<file path="src/rtl/match_result_uart_tx.sv">
// match_result_uart_tx: UART 8N1 sender of template-match results; MATCH_TX_CHECKSUM_EN appends an XOR checksum byte
module match_result_uart_tx #(
  parameter int CLKS_PER_BIT = 434,
  parameter logic [7:0] HEADER_BYTE = 8'hA5
) (
  input  logic       clock,
  input  logic       reset,
  input  logic       valid,
  input  logic       no_match,
  input  logic [9:0] x_in,
  input  logic [8:0] y_in,
  output logic       tx,
  output logic       busy,
  output logic       send_complete
);
  localparam int BW = $clog2(CLKS_PER_BIT);
`ifdef MATCH_TX_CHECKSUM_EN
  localparam logic [2:0] LAST_BYTE = 3'd4;
`else
  localparam logic [2:0] LAST_BYTE = 3'd3;
`endif
  typedef enum logic [2:0] {IDLE, START, DATA, STOP, DONE} state_t;
  state_t state;
  logic [BW-1:0] baud;
  logic [2:0] bit_idx, byte_idx;
  logic status;
  logic [9:0] x;
  logic [8:0] y;
  logic [7:0] b1, cur_byte;
  logic bit_end;
  assign b1 = {status, 4'b0000, y[8], x[9:8]};
  assign bit_end = baud == BW'(CLKS_PER_BIT - 1);
`ifdef MATCH_TX_CHECKSUM_EN
  assign cur_byte = byte_idx == 3'd0 ? HEADER_BYTE :
                    byte_idx == 3'd1 ? b1 :
                    byte_idx == 3'd2 ? x[7:0] :
                    byte_idx == 3'd3 ? y[7:0] : HEADER_BYTE ^ b1 ^ x[7:0] ^ y[7:0];
`else
  assign cur_byte = byte_idx == 3'd0 ? HEADER_BYTE :
                    byte_idx == 3'd1 ? b1 :
                    byte_idx == 3'd2 ? x[7:0] : y[7:0];
`endif
  always_ff @(posedge clock or posedge reset) begin
    if (reset) begin
      state <= IDLE;
      baud <= '0;
      bit_idx <= '0;
      byte_idx <= '0;
      status <= 1'b0;
      x <= '0;
      y <= '0;
      tx <= 1'b1;
      busy <= 1'b0;
      send_complete <= 1'b0;
    end else begin
      send_complete <= 1'b0;
      baud <= (state == IDLE || state == DONE || bit_end) ? '0 : baud + 1'b1;
      case (state)
        IDLE: if (valid || no_match) begin
          status <= valid;
          x <= x_in;
          y <= y_in;
          byte_idx <= '0;
          busy <= 1'b1;
          tx <= 1'b0;
          state <= START;
        end
        START: if (bit_end) begin
          bit_idx <= '0;
          tx <= cur_byte[0];
          state <= DATA;
        end
        DATA: if (bit_end) begin
          bit_idx <= bit_idx + 3'd1;
          tx <= bit_idx == 3'd7 ? 1'b1 : cur_byte[bit_idx + 3'd1];
          state <= bit_idx == 3'd7 ? STOP : DATA;
        end
        STOP: if (bit_end) begin
          byte_idx <= byte_idx + 3'd1;
          tx <= byte_idx == LAST_BYTE;
          send_complete <= byte_idx == LAST_BYTE;
          state <= byte_idx == LAST_BYTE ? DONE : START;
        end
        DONE: begin
          busy <= 1'b0;
          state <= IDLE;
        end
        default: state <= IDLE;
      endcase
    end
  end
endmodule

</file>
<file path="config.mk">
export PLATFORM = sky130hd
export DESIGN_NAME = match_result_uart_tx
export DESIGN_NICKNAME = d
export VERILOG_FILES = /design/src/rtl/match_result_uart_tx.sv
export SDC_FILE = /design/constraint.sdc
export NUM_CORES = 1
export LEC_CHECK = 0
export BUFFER_PORTS_ARGS = -buffer_cell sky130_fd_sc_hd__buf_4
export CORE_ASPECT_RATIO = 1.1
export CORE_MARGIN = 5
export CORE_UTILIZATION = 60
export CTS_BUF_LIST = sky130_fd_sc_hd__clkbuf_8 sky130_fd_sc_hd__clkbuf_16
export CTS_CLUSTER_SIZE = 24
export DETAILED_ROUTE_END_ITERATION = 7
export PLACE_DENSITY = 0.82
export SETUP_SLACK_MARGIN = 0.05
export SYNTH_ARGS = -nofsm -noshare
export SYNTH_HDL_FRONTEND = slang
export SYNTH_SLANG_ARGS = --single-unit
</file>
<file path="constraint.sdc">
create_clock -name clock -period 5.4 [get_ports clock]
set_input_delay 0.54 -clock clock [delete_from_list [all_inputs] [get_ports clock]]
set_output_delay 0.54 -clock clock [all_outputs]
set_load 0.1 [all_outputs]
</file>
==> impl_metrics.yaml, run 1 <==
final_layout:
  finish.utilization: 0.696
  drive_gt1_frac: 0.188
  layout_commonest_cell: "nand2_1"
  postLayoutCellArea_mm2: 0.00248
  area_growth_pct: 14.7
  final_cell_mix: "nand2_1 (68), dfrtp_1 (40), buf_4 (29)"
  n_antenna_cell: 0
  nets: 287
synthesis:
  synth_top_area_frac: 0.462
  synth_edf_count: 0
  yosys.area_share.simple: 0.227
  syn_inst: 230
  async_flop_share: 1.00
  yosys.area_share.adder: 0.0520
  yosys-top-cells-area: "dfrtp_1 (46%), nand2_1 (12%), ha_1 (5.2%), nor2_1 (3.1%), xor2_1 (2.8%)"
  muxShareOfSynthArea: 0.0341
  synth_seq_cells: 41
  yosysWarningCount: 0
  synth_area_leader_cell: "dfrtp_1"
  yosysSeqAreaShare: 0.474
  syn_area_mm2: 0.00217
  synth_xor_area_frac: 0.0324
  synth_top_family_by_area: "simple AND/OR/NAND/NOR gates"
  syn-num-nets: 262
  synth_ff_type: "dfrtp_1"
  synth_cell_types: 55
  syn_area_per_cell_um2: 9.42
  synth_compound_area_frac: 0.142
sta:
  clock.fmax_mhz: 478
  finalSetupTns_ns: 0
  worst_slack_ns: 3.31
  fin_skew_ns: 0.00842
  min_period_ns: 2.09
  timing.final.crit_share: 0.388
  slew_headroom: 0.441
  rsz0062_at_grt: "false"
  setup_viol: 0
  worstMarginPinSlew_ns: 0.828
  finalMaxSlewViolations: 0
  hold_viol: 0
worst_hold_path:
  hold_class: "in2async"
place:
  place_congestion: 0.894
  dp_hpwl_um: 3180
  io_buffers: 25
  dpl_cell_area_mm2: 0.00239
  place_ws_ns: 3.34
clocking:
  post_cts_buffers: 0
  htree_levels: 2
  ctsHoldBuffers: 0
  root_buffer: "clkbuf_8"
  cts-buffers-inserted: 5
  clock_path_buffers: 2
  cts_resized: 0
  clock-sinks: 41
  clk_pin_slew_ns: 0.08
  clock_latency_ns: 0.29
  cts_tree: "done"
power_and_ir_drop:
  p_total_mw: 0.884
  ir_drop_uv: 209
  p_leak_nw: 1.21
  power.density_mw_per_mm2: 356
setup_path:
  path_buf_inv: 1
  critPathKind: "reg2reg"
  endpoint_kind: "register"
  path_max_fanout: 6
  cp_slowest_stage_delay_ns: 0.43
  worstPathCellList: "inv_1, ha_1, nor2b_1, mux2_1, o211ai_1, a21oi_1, o311ai_1, o21ai_1"
  critPathSlowestCell: "dfrtp_1"
  worstPathArrival_ns: 2.31
  required_ns: 5.61
  cp-start-kind: "register"
  path_delay_family: "compound AO/OA/AOI/OAI gates"
global_routing:
  grt_usage: 0.201
  grt_start_max_net_pins: 42
  grt_pass1_wl_um: 7490
  grt_overflow: 0
  antenna_found_initial: 0
  grt_pass1_vias: 1656
floorplan:
  die_area_mm2: 0.00491
  boundaryPins: 26
  start_util: 0.607
  core_mm2: 0.00357
  row_count: 23
  die_x_um: 67.3
  fp.dieH_um: 73.0
drt:
  route.detailed.drc: 0
  wl_per_cell_um: 14.0
  vias_per_cell: 5.42
  finalWirelength_um: 4270
  ant_nets: 0
  dr_total_vias: 1658
  first_pass_iters: 4
  drtIter0Drc: 139
outcome:
  status: "completed"
flow_run:
  cap_violations: 0
final cells by class:
type                            count  area [µm²]
Timing Repair Buffer               29         218
Inverter                            7        26.3
Fill cell                         305        1080
Tap cell                           50        62.6
Clock inverter                      2        7.51
Clock buffer                        6        82.6
Multi-Input combinational cell    171        1060
Sequential cell                    41        1030
where the power goes:
group / switching [mW] / internal, mW
logic: 0.118 / 0.103
clock network: 0.0979 / 0.100
registers: 0.0796 / 0.385
total: 0.296 / 0.588
synthesized netlist by cell type (2+ instances only):
master / count
nand3_1: 3
o21ai_1: 5
o31ai_1: 2
ha_1: 9
o211ai_1: 2
nor2_1: 18
and3_1: 2
inv_1: 5
xor2_1: 7
nand2_1: 68
mux2_1: 3
nor2b_1: 3
and2_1: 2
mux2i_1: 4
clkinv_1: 2
a22oi_1: 3
nand4_1: 2
buf_4: 2
dfrtp_1: 40
clkbuf_1: 6
a21oi_1: 4
a22o_1: 5
worst paths after layout:
check / cells past startpoint / startpoint / end / slack [ns]
setup reg to reg: 8 / byte_idx[0] / tx / 3.31
hold / removal: 3 / reset / baud[0] / 0.36
max in group asynchronous: 3 / reset / tx / 4.66
min in group clock: 3 / y_in[2] / y[2] / 0.44
hold reg to reg: 2 / y[6] / y[6] / 0.48
setup / recovery: 8 / byte_idx[0] / tx / 3.31
tightest hold or removal path, cell delays in order:
cell,delay (ns)
buf_4,0.10
inv_1,0.04
buf_4,0.43
metrics by stage:
stage,std cells,hold slack [ns]
floorplan,230,0.438
global placement,298,0.459
detailed placement,298,0.465
CTS,306,0.385
global route,306,0.426
finish,306,0.365
layer usage:
layer	global-route usage	routed length, µm	vias up
met5	0	0	-
met4	0.0608	73	0
met3	0.0555	246	10
met2	0.342	2140	42
met1	0.246	1810	773
li1	-	-	833
flip-flops by register name (all words and copies together), names as in the netlist:
name and flops:
baud 9, tx 1, bit_idx 3, x 10, status 1, state 3, byte_idx 3, y 9
send_complete 1, busy 1
cells by family after synthesis:
logic type      after synthesis
flops                        41
buf+inv                      18
fa+ha+maj                     9
simple gates                110
compound gates               37
mux                           7
xor+xnor                      8
Power figures use the tool's default switching activity.
==> run 2: changes to the inputs <==
- ABC_AREA: not set -> 1
- CORE_UTILIZATION: 60 -> 57
- PLACE_DENSITY: 0.82 -> 0.78
- clock period: 5.4 -> 2.15 ns (I/O delays scaled with it)
==> run 2 against run 1 <==
Effect of this change: sequential power grew 67%; largest power group unchanged; highest routed layer unchanged; power grew 49%; largest cell class is now sequential cells; design area shrank 0.65%; sequential share of layout area grew 0.27 points; non-clock buffer count shrank 3; routed wire length shrank 8.2%; clock skew shrank 0.0041 ns; setup slack lost 2.9 ns.
==> impl_metrics.yaml, run 2 <==
synthesis:
  syn_area_mm2: 0.00214
  synth_commonest_cells: "nand2_1 (59), dfrtp_1 (40), inv_1 (28)"
  synth_area_leader_cell: "dfrtp_1"
  synth_cell_types: 32
  syn-num-nets: 282
  yosysSeqAreaShare: 0.479
  async_flop_share: 1.00
  yosys-top-cells-area: "dfrtp_1 (47%), nand2_1 (10%), ha_1 (5.3%), inv_1 (4.9%), mux2_1 (4.7%)"
  synth_edf_count: 0
  syn_area_per_cell_um2: 8.58
  yosysWarningCount: 0
  yosys.cell_count.top_type: "nand2_1"
  synth_top_area_frac: 0.467
  synth_seq_cells: 41
  synth_ff_type: "dfrtp_1"
  syn_inst: 250
clocking:
  clock_path_buffers: 2
  post_cts_buffers: 0
  cts_resized: 0
  clock_latency_ns: 0.29
  ctsHoldBuffers: 0
  htree_levels: 2
  clock-sinks: 41
  clk_pin_slew_ns: 0.07
  cts-buffers-inserted: 5
  root_buffer: "clkbuf_8"
  cts_tree: "done"
sta:
  slew_headroom: 0.608
  min_period_ns: 1.78
  worstMarginPinSlew_ns: 0.586
  clock.fmax_mhz: 562
  worst_slack_ns: 0.370
  hold_viol: 0
  finalSetupTns_ns: 0
  fin_skew_ns: 0.00428
  setup_viol: 0
  timing.final.crit_share: 0.828
  rsz0062_at_grt: "false"
  finalMaxSlewViolations: 0
global_routing:
  antenna_found_initial: 0
  grt_start_max_net_pins: 42
  grt_pass1_wl_um: 6960
  grt_pass1_vias: 1632
  grt_overflow: 0
  grt_usage: 0.184
power_and_ir_drop:
  p_leak_nw: 1.32
  intPower_mw: 1.05
  p_clk_frac: 0.374
  comb_power_share: 0.040
  seq_power_share: 0.586
  ir_drop_uv: 392
  switchingPower_mw: 0.268
  swShare: 0.203
  power.density_mw_per_mm2: 534
outcome:
  status: "completed"
drt:
  vias_per_cell: 5.05
  route.detailed.drc: 0
  wl_met1_um: 1740
  wl_per_cell_um: 11.9
  wl_met3_um: 126
  first_pass_iters: 4
  finalWirelength_um: 3920
  drtIter0Drc: 119
  ant_nets: 0
  dr_total_vias: 1667
  wl_met2_um: 1970
  highest_layer: "met4"
floorplan:
  die_x_um: 68.5
  die_area_mm2: 0.00509
  row_count: 23
  fp.dieH_um: 74.3
  boundaryPins: 26
  start_util: 0.587
  core_mm2: 0.00365
place:
  place_ws_ns: 0.394
  dp_hpwl_um: 2990
  io_buffers: 25
  place_congestion: 0.829
setup_path:
  path_max_fanout: 6
  endpoint_kind: "register"
  critPathSlowestCell: "dfrtp_1"
  cp_slowest_stage_delay_ns: 0.43
  worstPathArrival_ns: 2.01
  regToRegSetupSlack_ns: 0.37
  critPathKind: "reg2reg"
  cp_common_cell: "nand2_1"
  required_ns: 2.38
  worstPathCellList: "inv_1, ha_1, inv_2, nor2_2, nand2_1, nand3_1, nand2_1, a21oi_2, nand2_1, nand2_1, nand2_1, nand2_1, nand2_1"
  cp-start-kind: "register"
final_layout:
  largest_reg_flops: 10
  n_antenna_cell: 0
  largest_registers: "x x10, baud x9, y x9"
  regMostFlops: "x"
  final_cell_mix: "nand2_1 (59), dfrtp_1 (40), inv_1 (29)"
  layout_commonest_cell: "nand2_1"
  area_growth_pct: 15.1
  nets: 312
  drive_gt1_frac: 0.189
flow_run:
  cap_violations: 0
worst_hold_path:
  hold_class: "in2async"
run 2: path summary, 6_finish.rpt:
check	end	startpoint	cells after the start
max in group asynchronous	tx	reset	3
min in group clock	y[2]	y_in[2]	2
max reg2reg	tx	byte_idx[0]	13
max	tx	byte_idx[0]	13
min	x[0]	reset	3
min reg2reg	tx	tx	2
run 2: power by group through the flow:
stage | clock (mW) | sequential, mW | combinational (mW)
floorplan | 0 | 0.787 | 0.0173
global route | 0.552 | 0.772 | 0.0595
CTS | 0.512 | 0.772 | 0.0540
global placement | 0 | 0.788 | 0.0534
finish | 0.493 | 0.773 | 0.0523
detailed placement | 0 | 0.787 | 0.0540
run 2: critical path: cells and delay by family, from the launching register on:
family,cells,cell delay (ns)
buf+inv,2,0.16
flops,1,0.43
simple gates,9,0.68
compound gates,1,0.12
fa+ha+maj,1,0.34
run 2: cell type report:
cell class                      instances  area [µm²]
Timing Repair Buffer                   26         195
Clock inverter                          1        3.75
Tap cell                               50        62.6
Clock buffer                            6        82.6
Fill cell                             320        1190
Multi-Input combinational cell        171         962
Inverter                               35         134
Sequential cell                        41        1030
run 2: routing by layer:
layer	track usage	vias up
li1	-	858
met1	0.230	784
met2	0.297	17
met3	0.0468	8
met4	0.0861	0
met5	0	-
run 2: cell families (layout without fill, tap and decap cells):
kind of cell    count (synthesis)  after routing  share of synthesized area
compound gates                 29             29                     0.0770
mux                            11             11                     0.0578
flops                          41             41                      0.479
fa+ha+maj                       9              9                     0.0525
buf+inv                        38             68                     0.0723
simple gates                  122            122                      0.261
run 2: per-stage QoR:
stage | util | cell area, µm² | std cells | total power, mW | hold slack (ns)
floorplan | - | 2140 | 250 | 0.805 | 0.332
global placement | 0.651 | 2380 | 323 | 0.841 | 0.372
detailed placement | 0.651 | 2380 | 323 | 0.841 | 0.376
CTS | 0.675 | 2470 | 330 | 1.34 | 0.0552
global route | 0.675 | 2470 | 330 | 1.38 | 0.0889
finish | 0.675 | 2470 | 330 | 1.32 | 0.0483
==> run 3: changes to the inputs <==
- CORE_UTILIZATION: 57 -> 52
- PLACE_DENSITY: 0.78 -> 0.75
- clock period: 2.15 -> 1.5 ns (I/O delays scaled with it)
==> run 3 against run 2 <==
Effect of this change: the run now ends with hold timing, setup timing left; die area rose by 8.2%; sequential power rose by 44%; critical path depth did not move; via count rose by 6.2%; maximum frequency rose by 12%; sequential share of layout area fell by 5.0 points; global-route usage fell by 1.5 points; critical endpoint unchanged; largest power group unchanged.
==> impl_metrics.yaml, run 3 (same netlist as run 2, synthesis figures left out) <==
final_layout:
  nets: 332
  final_cell_mix: "nand2_1 (57), dfrtp_1 (40), buf_4 (39)"
  drive_gt1_frac: 0.322
  largest_reg_flops: 10
  layout_commonest_cell: "nand2_1"
  final.fill_count: 312
  n_antenna_cell: 0
  largest_registers: "x x10, baud x9, y x9"
  regMostFlops: "x"
  area_growth_pct: 30.7
outcome:
  violations: "hold timing, setup timing"
  status: "finished with violations"
floorplan:
  die_x_um: 71.2
  die_area_mm2: 0.00551
  core_mm2: 0.00396
  start_util: 0.541
  fp.dieH_um: 77.4
  row_count: 24
  boundaryPins: 26
power_and_ir_drop:
  power.density_mw_per_mm2: 704
  ir_drop_uv: 597
  p_leak_nw: 1.45
sta:
  fin_skew_ns: 0.00912
  rsz0062_at_grt: "true"
  slew_headroom: 0.655
  worstMarginPinSlew_ns: 0.512
  worst_slack_ns: -0.0870
  finalMaxSlewViolations: 0
  finalSetupTns_ns: -0.0870
  setup_viol: 1
  min_period_ns: 1.59
  clock.fmax_mhz: 630
  hold_viol: 36
  hold_slack_ns: -0.0200
  timing.final.crit_share: 1.06
global_routing:
  antenna_found_initial: 0
  grt_overflow: 0
  grt_start_max_net_pins: 42
  grt_pass1_wl_um: 7440
  grt_usage: 0.169
  grt_pass1_vias: 1762
drt:
  finalWirelength_um: 4570
  drtIter0Drc: 71
  route.detailed.drc: 0
  wl_per_cell_um: 13.0
  vias_per_cell: 5.02
  dr_total_vias: 1771
  first_pass_iters: 4
  ant_nets: 0
clocking:
  clock-sinks: 41
  clock_latency_ns: 0.29
  cts_tree: "done"
  ctsHoldBuffers: 0
  clock_path_buffers: 2
  cts-buffers-inserted: 5
  root_buffer: "clkbuf_8"
  clk_pin_slew_ns: 0.08
  htree_levels: 2
place:
  io_buffers: 25
  place_ws_ns: -0.0855
  dp_hpwl_um: 3250
  place_congestion: 0.834
setup_path:
  endpoint_kind: "register"
  path_max_fanout: 5
  worstPathArrival_ns: 1.81
  r2r_start: "byte_idx[0]"
  required_ns: 1.73
  regToRegSetupSlack_ns: -0.09
  critPathKind: "reg2reg"
  cp-start-kind: "register"
  ff2ff_path_depth: 13
  reg2reg_to: "tx"
flow_run:
  cap_violations: 0
worst_hold_path:
  hold_class: "in2async"
[run 3: cell types whose count changed in the layout (fill, tap and decap cells not counted), sizes merged]
cell	before	now
buf	26	45
clkbuf	6	7
inv	35	34
nand2	62	63
clkinv	1	2
[run 3: worst max path at each step]
stage,to,from,cells after the start
floorplan,tx,byte_idx[1],12
global placement,tx,byte_idx[1],12
detailed placement,tx,byte_idx[1],15
CTS,tx,byte_idx[0],13
global route,tx,byte_idx[0],13
finish,tx,byte_idx[0],13
[run 3: layout make-up]
class                           count  area (µm²)  area share
Multi-Input combinational cell    172        1110       0.395
Sequential cell                    41        1030       0.366
Tap cell                           52        65.1      0.0232
Inverter                           35         134      0.0477
Clock buffer                        7        96.3      0.0344
Timing Repair Buffer               45         369       0.132
Clock inverter                      1        5.00     0.00178
[run 3: per-stage QoR]
step                cell area, µm²  total power, mW  utilization  cells
floorplan                     2160             1.15            -    250
global placement              2530             1.21        0.637    342
detailed placement            2530             1.21        0.637    342
CTS                           2670             1.98        0.673    351
global route                  2800             2.06        0.707    353
finish                        2800             1.97        0.707    353
[run 3: routing by layer]
metal | GRT usage | vias up | part of all wire
met4 | 0.0677 | 0 | 0.0083
met2 | 0.294 | 21 | 0.53
met5 | 0 | - | 0
met1 | 0.203 | 841 | 0.43
met3 | 0.0336 | 6 | 0.029
li1 | - | 903 | -
[run 3: critical path, stage by stage (launching register included)]
cell and delay [ns]:
dfrtp_1 0.41, buf_6 0.13, ha_4 0.16, nand2_4 0.08, buf_6 0.10, inv_2 0.04, a31oi_4 0.17, nand3_2 0.08
nand2_1 0.08, nand2_1 0.06, nand2_1 0.06, nand2_1 0.05, nand2_1 0.06, nand2_1 0.05
[run 3: timing repair]
item | CTS | global route
buffers inserted | 1 | 1
endpoints found under the setup margin | 12 | 24
gates resized for setup | 9 | 24
pin swaps | 1 | 16
gates cloned | 0 | 1
[run 3: report_power, final]
group | leakage [nW] | switching (mW) | total [mW] | internal, mW
combinational | 0.906 | 0.0377 | 0.0821 | 0.0444
sequential | 0.486 | 0.00133 | 1.11 | 1.11
clock | 0.0542 | 0.369 | 0.784 | 0.416
